<file path="src/rtl/en_bank_sched_pkg.sv">
// Shared types and helpers for the en_bank_scheduler write scheduler.
// The optional per-bit activity counters are enabled with ACTIVITY_CNT_EN.
package en_bank_sched_pkg;

    typedef enum logic [1:0] {
        IDLE  = 2'd0,
        SWEEP = 2'd1,
        DRAIN = 2'd2
    } state_e;

    localparam int unsigned DEF_CNT_W   = 8;
    localparam int unsigned DEF_CNT_SAT = (1 << DEF_CNT_W) - 1;

    // Bits needed to index n items; at least 1.
    function automatic int unsigned clog2(input int unsigned n);
        int unsigned v;
        int unsigned w;
        v = (n > 1) ? n - 1 : 1;
        w = 0;
        while (v > 0) begin
            w++;
            v = v >> 1;
        end
        return w;
    endfunction

endpackage

</file>
<file path="src/rtl/en_bank_scheduler_rr_pick.sv">
// Combinational round-robin picker: first eligible bit at or after ptr, wrapping N-1 -> 0.
module rr_pick
    import en_bank_sched_pkg::*;
#(
    parameter int N  = 5,
    parameter int IW = clog2(N)
) (
    input  logic [N-1:0]  elig,
    input  logic [IW-1:0] ptr,
    output logic [N-1:0]  gnt,
    output logic [IW-1:0] gnt_idx,
    output logic          any
);

    always_comb begin
        logic [IW:0]   sum;
        logic [IW-1:0] pos;
        // NOTE: every output gets a default before the search, so no path leaves a latch.
        gnt     = '0;
        gnt_idx = '0;
        any     = 1'b0;
        sum     = '0;
        pos     = '0;
        for (int off = 0; off < N; off++) begin
            sum = {1'b0, ptr} + (IW+1)'(off);
            if (sum >= (IW+1)'(N)) begin
                sum = sum - (IW+1)'(N);
            end
            pos = sum[IW-1:0];
            if (!any && elig[pos]) begin
                any      = 1'b1;
                gnt[pos] = 1'b1;
                gnt_idx  = pos;
            end
        end
    end

endmodule

</file>
<file path="src/rtl/en_bank_scheduler.sv">
// Round-robin write scheduler plus one-bit-per-cycle sweep for a bank of per-bit enabled flops.
// Define ACTIVITY_CNT_EN to add the saturating per-bit ACT_CNT write counters.
module en_bank_scheduler
    import en_bank_sched_pkg::*;
#(
    parameter int N = 5
`ifdef ACTIVITY_CNT_EN
    ,
    parameter int CNT_W = DEF_CNT_W
`endif
) (
    input  logic         CLK,
    input  logic         RST,
    input  logic [N-1:0] REQ,
    input  logic [N-1:0] REQ_DATA,
    output logic [N-1:0] ACK,
    input  logic         SWEEP_START,
    input  logic         SWEEP_DATA,
    output logic         SWEEP_BUSY,
    output logic         SWEEP_DONE,
    output logic [N-1:0] EN,
    output logic         D_OUT
`ifdef ACTIVITY_CNT_EN
    ,
    output logic [N*CNT_W-1:0] ACT_CNT
`endif
);

    localparam int IW = clog2(N);

    state_e        state_q, state_d;
    logic [IW-1:0] ptr_q,   ptr_d;
    logic [IW-1:0] idx_q,   idx_d;
    logic          sdata_q, sdata_d;
    logic [N-1:0]  en_q,    en_d;
    logic [N-1:0]  ack_q,   ack_d;
    logic          dout_q,  dout_d;
    logic          busy_q,  busy_d;
    logic          done_q,  done_d;

    logic [N-1:0]  elig;
    logic [N-1:0]  pick_gnt;
    logic [IW-1:0] pick_idx;
    logic          pick_any;

    // The bit acked this cycle is still shown on REQ; masking it prevents a double grant.
    assign elig = REQ & ~ack_q;

    rr_pick #(
        .N  (N),
        .IW (IW)
    ) u_rr_pick (
        .elig    (elig),
        .ptr     (ptr_q),
        .gnt     (pick_gnt),
        .gnt_idx (pick_idx),
        .any     (pick_any)
    );

    always_comb begin
        state_d = state_q;
        ptr_d   = ptr_q;
        idx_d   = idx_q;
        sdata_d = sdata_q;
        en_d    = '0;
        ack_d   = '0;
        dout_d  = dout_q;
        busy_d  = busy_q;
        done_d  = 1'b0;
        unique case (state_q)
            IDLE: begin
                busy_d = 1'b0;
                // busy_q is still high in the DRAIN output cycle, so a start there is dropped.
                if (SWEEP_START && !busy_q) begin
                    sdata_d = SWEEP_DATA;
                    idx_d   = '0;
                    busy_d  = 1'b1;
                    state_d = SWEEP;
                end else if (pick_any) begin
                    en_d   = pick_gnt;
                    ack_d  = pick_gnt;
                    dout_d = REQ_DATA[pick_idx];
                    ptr_d  = (pick_idx == IW'(N-1)) ? '0 : pick_idx + IW'(1);
                end
            end
            SWEEP: begin
                busy_d = 1'b1;
                en_d   = N'(1) << idx_q;
                dout_d = sdata_q;
                if (idx_q == IW'(N-1)) begin
                    state_d = DRAIN;
                end else begin
                    idx_d = idx_q + IW'(1);
                end
            end
            DRAIN: begin
                busy_d  = 1'b1;
                done_d  = 1'b1;
                state_d = IDLE;
            end
            default: begin
                state_d = IDLE;
            end
        endcase
    end

    always_ff @(posedge CLK) begin
        if (RST) begin
            state_q <= IDLE;
            ptr_q   <= '0;
            idx_q   <= '0;
            sdata_q <= 1'b0;
            en_q    <= '0;
            ack_q   <= '0;
            dout_q  <= 1'b0;
            busy_q  <= 1'b0;
            done_q  <= 1'b0;
        end else begin
            // NOTE: non-blocking so every register samples the pre-edge values of the others.
            state_q <= state_d;
            ptr_q   <= ptr_d;
            idx_q   <= idx_d;
            sdata_q <= sdata_d;
            en_q    <= en_d;
            ack_q   <= ack_d;
            dout_q  <= dout_d;
            busy_q  <= busy_d;
            done_q  <= done_d;
        end
    end

    assign EN         = en_q;
    assign ACK        = ack_q;
    assign D_OUT      = dout_q;
    assign SWEEP_BUSY = busy_q;
    assign SWEEP_DONE = done_q;

`ifdef ACTIVITY_CNT_EN
    localparam logic [CNT_W-1:0] CNT_SAT = {CNT_W{1'b1}};

    logic [CNT_W-1:0] cnt_q [N];
    logic [CNT_W-1:0] cnt_d [N];

    always_comb begin
        for (int i = 0; i < N; i++) begin
            cnt_d[i] = cnt_q[i];
            if (en_q[i] && (cnt_q[i] != CNT_SAT)) begin
                cnt_d[i] = cnt_q[i] + CNT_W'(1);
            end
        end
    end

    // NOTE: these counters are architectural state cleared only by RST, so the array is reset.
    always_ff @(posedge CLK) begin
        if (RST) begin
            for (int i = 0; i < N; i++) begin
                cnt_q[i] <= '0;
            end
        end else begin
            cnt_q <= cnt_d;
        end
    end

    for (genvar g = 0; g < N; g++) begin : g_act
        assign ACT_CNT[g*CNT_W +: CNT_W] = cnt_q[g];
    end
`endif

endmodule
</file>
<file path="config.mk">
export PLATFORM = sky130hd
export DESIGN_NAME = en_bank_scheduler
export DESIGN_NICKNAME = d
export VERILOG_FILES = /design/src/rtl/en_bank_sched_pkg.sv /design/src/rtl/en_bank_scheduler_rr_pick.sv /design/src/rtl/en_bank_scheduler.sv
export SDC_FILE = /design/constraint.sdc
export NUM_CORES = 1
export LEC_CHECK = 0
export BUFFER_PORTS_ARGS = -buffer_cell sky130_fd_sc_hd__buf_4
export CAP_MARGIN = 20
export CORE_ASPECT_RATIO = 0.75
export CORE_MARGIN = 2
export CORE_UTILIZATION = 60
export DETAILED_ROUTE_END_ITERATION = 6
export MAX_ROUTING_LAYER = met4
export PLACE_DENSITY = 0.87
export SYNTH_ARGS = -nofsm -noshare
export SYNTH_HDL_FRONTEND = slang
export SYNTH_SLANG_ARGS = --single-unit
</file>
<file path="constraint.sdc">
create_clock -name CLK -period 4.8 [get_ports CLK]
set_input_delay 0.72 -clock CLK [delete_from_list [all_inputs] [get_ports CLK]]
set_output_delay 0.72 -clock CLK [all_outputs]
set_load 0.005 [all_outputs]
</file>
Word-level counts from Yosys, hierarchy flattened
Index checks and enable logic that the tools add are counted.
W data, S select, Z words.
Word-level totals
  register bits: 22
  output and inout port bits: 13
  logic and storage cells: 137
Cells by class
  $add $sub $neg: 11
  order comparisons: 16
  equality and inequality tests: 9
  shifts and indexed selects: 1
  mux-type cells: 58
  bitwise operators: 8
  reductions and logical operators: 25
Operator list (number)
  $mux W3: 13
  $mux W5: 7
  $lt A3 B4 Y1 const B: 6
  $mux W1: 20
  $or A5 B5 Y5: 4
  $bmux W1 S3: 6
  $ge A4 B3 Y1 const B: 4
  $demux W1 S3: 5
  $ge A3 B1 Y1 const B: 5
  $sub A3 B3 Y3 const B: 5
  $logic_and A1 B1 Y1: 10
  $ne A2 B2 Y1 const B: 5
  $pmux W5 S2: 1
  $reduce_and A3 Y1: 3
  $add A3 B2 Y4 const B: 2
  $add A3 B1 Y3 const B: 2
  $eq A3 B3 Y1 const B: 2
  $pmux W3 S2: 1
  $and A5 B5 Y5: 1
  $logic_not A1 Y1: 5
  $not A5 Y5: 1
  $shl A1 B3 Y5 const A: 1
  $add A3 B1 Y4 const B: 1
  $add A3 B3 Y4 const B: 1
  11 further kinds: 17

Longest topological paths before layout
  word-level depth: 22
  mapped depth: 21
  gate-level depth less buffers: 17

By module
A second synthesis with hierarchy kept.
Unflattened totals
  cell total of the unflattened synthesis: 313
  area total of the unflattened synthesis: 2572.5 µm²
Modules (own cells, without submodules)
  rr_pick: times used 1, cells each 190, area each 1373.8 µm², sequential area each 0.0 µm²
  en_bank_scheduler: times used 1, cells each 123, area each 1198.6 µm², sequential area each 440.4 µm²

Worst setup path before layout
Ideal clock, no wire load.
  kind: register to register
  from: register ptr_q[0]
  to: register ptr_q[2]
  data arrival time: 3.685 ns
  required time: 4.666 ns
  path slack: 0.981 ns
  cell stages (with the launch flop): 21
  buffers on the path: 4
  path through: dfxtp_1 -> buf_6 -> inv_2 -> buf_2 -> ha_1 -> inv_1 -> fa_1 -> clkbuf_1 -> or4_1 -> a21oi_1 -> a221oi_2 -> and3_4 -> and2_1 -> buf_2 -> a21o_2 -> inv_1 -> ha_1 -> nor2_1 -> mux2_1 -> nor2_1 -> a211oi_1
On the way
  longest elaborated chain between the ends: 19
  elaborated cells between the ends (all ways): 51
  classes of those cells: add/sub: 10; order compare: 5; eq/ne: 1; mux: 26; reduce/logical: 9
Ends and longest elaborated chain
  from (decl): RTL line en_bank_scheduler.sv:32  | logic [IW-1:0] ptr_q, ptr_d;
  from (signal assigned): RTL line en_bank_scheduler.sv:121  | ptr_q <= ptr_d;
  branches (longest 19 deep; another with $add A3 B1 Y4)
Several ways; the timed one is not identified. The select of a mux whose other input is x is not followed.
A chain may end at the register's enable or synchronous reset.

Worst setup path after layout
  from: register ptr_q[2]
  to: register ptr_q[2]
The elaborated chain is that of the path after synthesis.

==> qor.yml <==
hpwl_um: 5560
synthCells: 314
path_clk_slew_ps: 80
critPathCaptureType: "flip-flop"
slowest_stage: "dfxtp_1"
antenna_found_initial: 0
synthTopCellsByArea: "dfxtp_1 18%, ha_1 9.7%, a21oi_1 4.5%, mux2i_1 3.7%, nor2_1 3.7%"
fmax_mhz: 237
relSlewSlack_pct: 54.0
area_delta_synth_final_pct: 10.6
cts_htree_levels: 1
cts.path.max_buffers: 2
final.setup.worst_slack_ps: 579
setup_viol: 0
hp-class: "flip-flop to flip-flop"
cts_sinks: 22
rsz0062_at_grt: "no"
maxCapViolations: 0
postCtsHoldBufs: 0
max_stage_delay_ps: 760
synth-seq-cells: 22
crit_path_max_fanout: 18
cp-start-kind: "flip-flop"
ir_drop_mv: 0.421
p_switching_w: 0.00104
combinationalPowerShare_pct: 79.5
grt_pass1_vias: 2195
clock_power_share_pct: 6.7
synth_area_per_cell_sq_um: 7.78
status: "completed"
ant_nets: 0
num_rows: 20
numCtsBuffers: 3
post_drt_wl_per_cell_um: 18.2
grt_max_degree: 19
criticalPathCategory: "flip-flop to flip-flop"
core_sq_mm: 0.00398
synth.distinct_cells: 72
cts_tree: "done"
die_h_um: 59.3
synth_area_sq_mm: 0.00244
seqPwrFrac_pct: 13.8
port_buffers: 26
place_ws_ps: 708
drc: 0
post_cts_buffers: 0
synth_top_area_share_pct: 18.0
routed_wl_um: 7060
avgViaCountPerCell: 6.57
root_buffer: "clkbuf_8"
period_minus_slack_ps: 4220
grt.total_usage_pct: 31.6
grt_overflow: 0
die_x_um: 77.7
synth_area_leader_cell: "dfxtp_1"
power_w: 0.00197
synth_edf_count: 0
final.setup.tns_ps: 0
p_per_area_mw_per_mm2: 730
synth_flop_cell: "dfxtp_1"
antenna_cells: 0
ys_seq_area_share_pct: 18.0
worstMarginPinSlew_ps: 672
finalClockSkew_ps: 9.36
firstDrtPassIters: 6
gp_congestion: 0.977
final_layout_size_suffix_gt1_share_pct: 15.4
hold_viol: 0
p_int_w: 0.000931
io_pins: 27
vias: 2541
cp_num_buf_inv: 1
reg2reg_slack_ps: 580
leakagePower_nw: 1.14
cp_top_family: "compound AO/OA/AOI/OAI gates"
async_flop_share_pct: 0
netSwitchingFraction_pct: 52.8
start_util_pct: 61.4
finalCritPeriodShare_pct: 87.9
final_nets: 367
critPathArrivalTime_ps: 4370
die_area_sq_mm: 0.00460
cp_cell_sequence: "inv_1, ha_1, a211o_1, and2_4, a2111oi_1, a21o_2, nor2_1, a311o_1, nor2_1, ha_1, nor2_1, mux2_1, nor2_1, a211oi_1"
crit_top_cell: "nor2_1"
yosysWarnings: 0
slew_violations: 0
critPathRequiredTime_ps: 4950
drt_iter0_drc: 424
ctsResizeCount: 0
grt_first_pass_wirelength_um: 11000
clk_latency_ps: 270
synth_nets: 348
## per-layer routing
layer / vias to the layer above / GRT usage (%) / routed length [um]
met1: 1160 / 47.8 / 3260
met3: 6 / 6.71 / 836
met2: 153 / 44.2 / 2930
met5: - / - / 0
li1: 1222 / - / -
met4: 0 / 3.06 / 32
## cell usage after synthesis, types with 4 or more instances
library cell and n:
xnor2_1 5, dfxtp_1 22, o211ai_1 10, inv_1 19
o22ai_1 4, nor2_1 24, nand2b_1 10, a21o_1 6
a211oi_1 5, nand3_1 8, buf_2 9, or4_1 4
a31oi_1 4, nor3_1 7, a211o_1 4, ha_1 19
a21oi_1 22, nand4_1 5, clkbuf_1 4, o21ai_0 12
o21a_1 4, nand2_1 16, mux2i_1 9, nor2b_1 12
a22oi_1 5
## power groups by stage
| stage | Sequential [W] | Clock [W] | Combinational (W) |
|---|---|---|---|
| finish | 0.000272 | 0.000133 | 0.00157 |
| global route | 0.000278 | 0.000141 | 0.00171 |
| CTS | 0.000271 | 0.000137 | 0.00152 |
| detailed placement | 0.000275 | 0 | 0.00151 |
| global placement | 0.000275 | 0 | 0.00152 |
| floorplan | 0.000261 | 0 | 0.00119 |
## cell families after synthesis
group                    count (synthesis)  synth area share (%)
multiplexers                            11                  4.71
AO/OA/AOI/OAI                          110                  33.2
adder cells (fa/ha/maj)                 20                  10.5
buffers and inverters                   37                  7.07
flip-flops                              22                  18.0
XOR/XNOR                                 6                  2.15
AND/OR/NAND/NOR                        108                  24.3
## flip-flops by register name (all words and copies together), names as in the netlist
register,cells
sdata_q,1
state_q,2
ptr_q,3
SWEEP_BUSY,1
SWEEP_DONE,1
idx_q,3
D_OUT,1
ACK,5
EN,5
## per-stage QoR
step | utilization (%) | cells | hold slack, ps | instance area (sq um)
after floorplan | - | 314 | 431 | 2440
after global placement | 66.5 | 383 | 438 | 2650
after detailed placement | 66.5 | 383 | 452 | 2650
after CTS | 67.9 | 387 | 463 | 2700
after global routing | 67.9 | 387 | 485 | 2700
final | 67.9 | 387 | 460 | 2700
## final timing paths
kind / start / to / cells after the start
min: sdata_q$_SDFFE_PP0P_ / sdata_q$_SDFFE_PP0P_ / 2
min reg2reg: sdata_q$_SDFFE_PP0P_ / sdata_q$_SDFFE_PP0P_ / 2
max reg2reg: ptr_q[2]$_SDFFE_PP0P_ / ptr_q[2]$_SDFFE_PP0P_ / 14
max: ptr_q[2]$_SDFFE_PP0P_ / ptr_q[2]$_SDFFE_PP0P_ / 14
## cells in the final DEF (no fill, tap or decap), types with 6 or more instances in the layout
cell and instances:
buf_4 31, nand2b_1 10, o21ai_0 12, nor2_1 24, a21oi_1 22, inv_1 19, ha_1 19, o211ai_1 10
nor3_1 7, nand3_1 8, mux2i_1 9, dfxtp_1 22, nor2b_1 12, nand2_1 16, a21o_1 6
## worst reg2reg max path, stage by stage, from the launching register on
cell,delay [ps]
dfxtp_1,760
inv_1,190
ha_1,510
a211o_1,350
and2_4,150
a2111oi_1,540
a21o_2,200
nor2_1,60
a311o_1,410
nor2_1,220
ha_1,230
nor2_1,50
mux2_1,280
nor2_1,90
a211oi_1,50
## cell type report
cell class,count,area [sq um]
timing repair buffer,31,233
multi-input combinational,255,1830
inverter,20,75.1
fill,336,1280
tap,55,68.8
clock buffer,4,55.1
sequential,22,440
(Power assumes the default switching activity.)
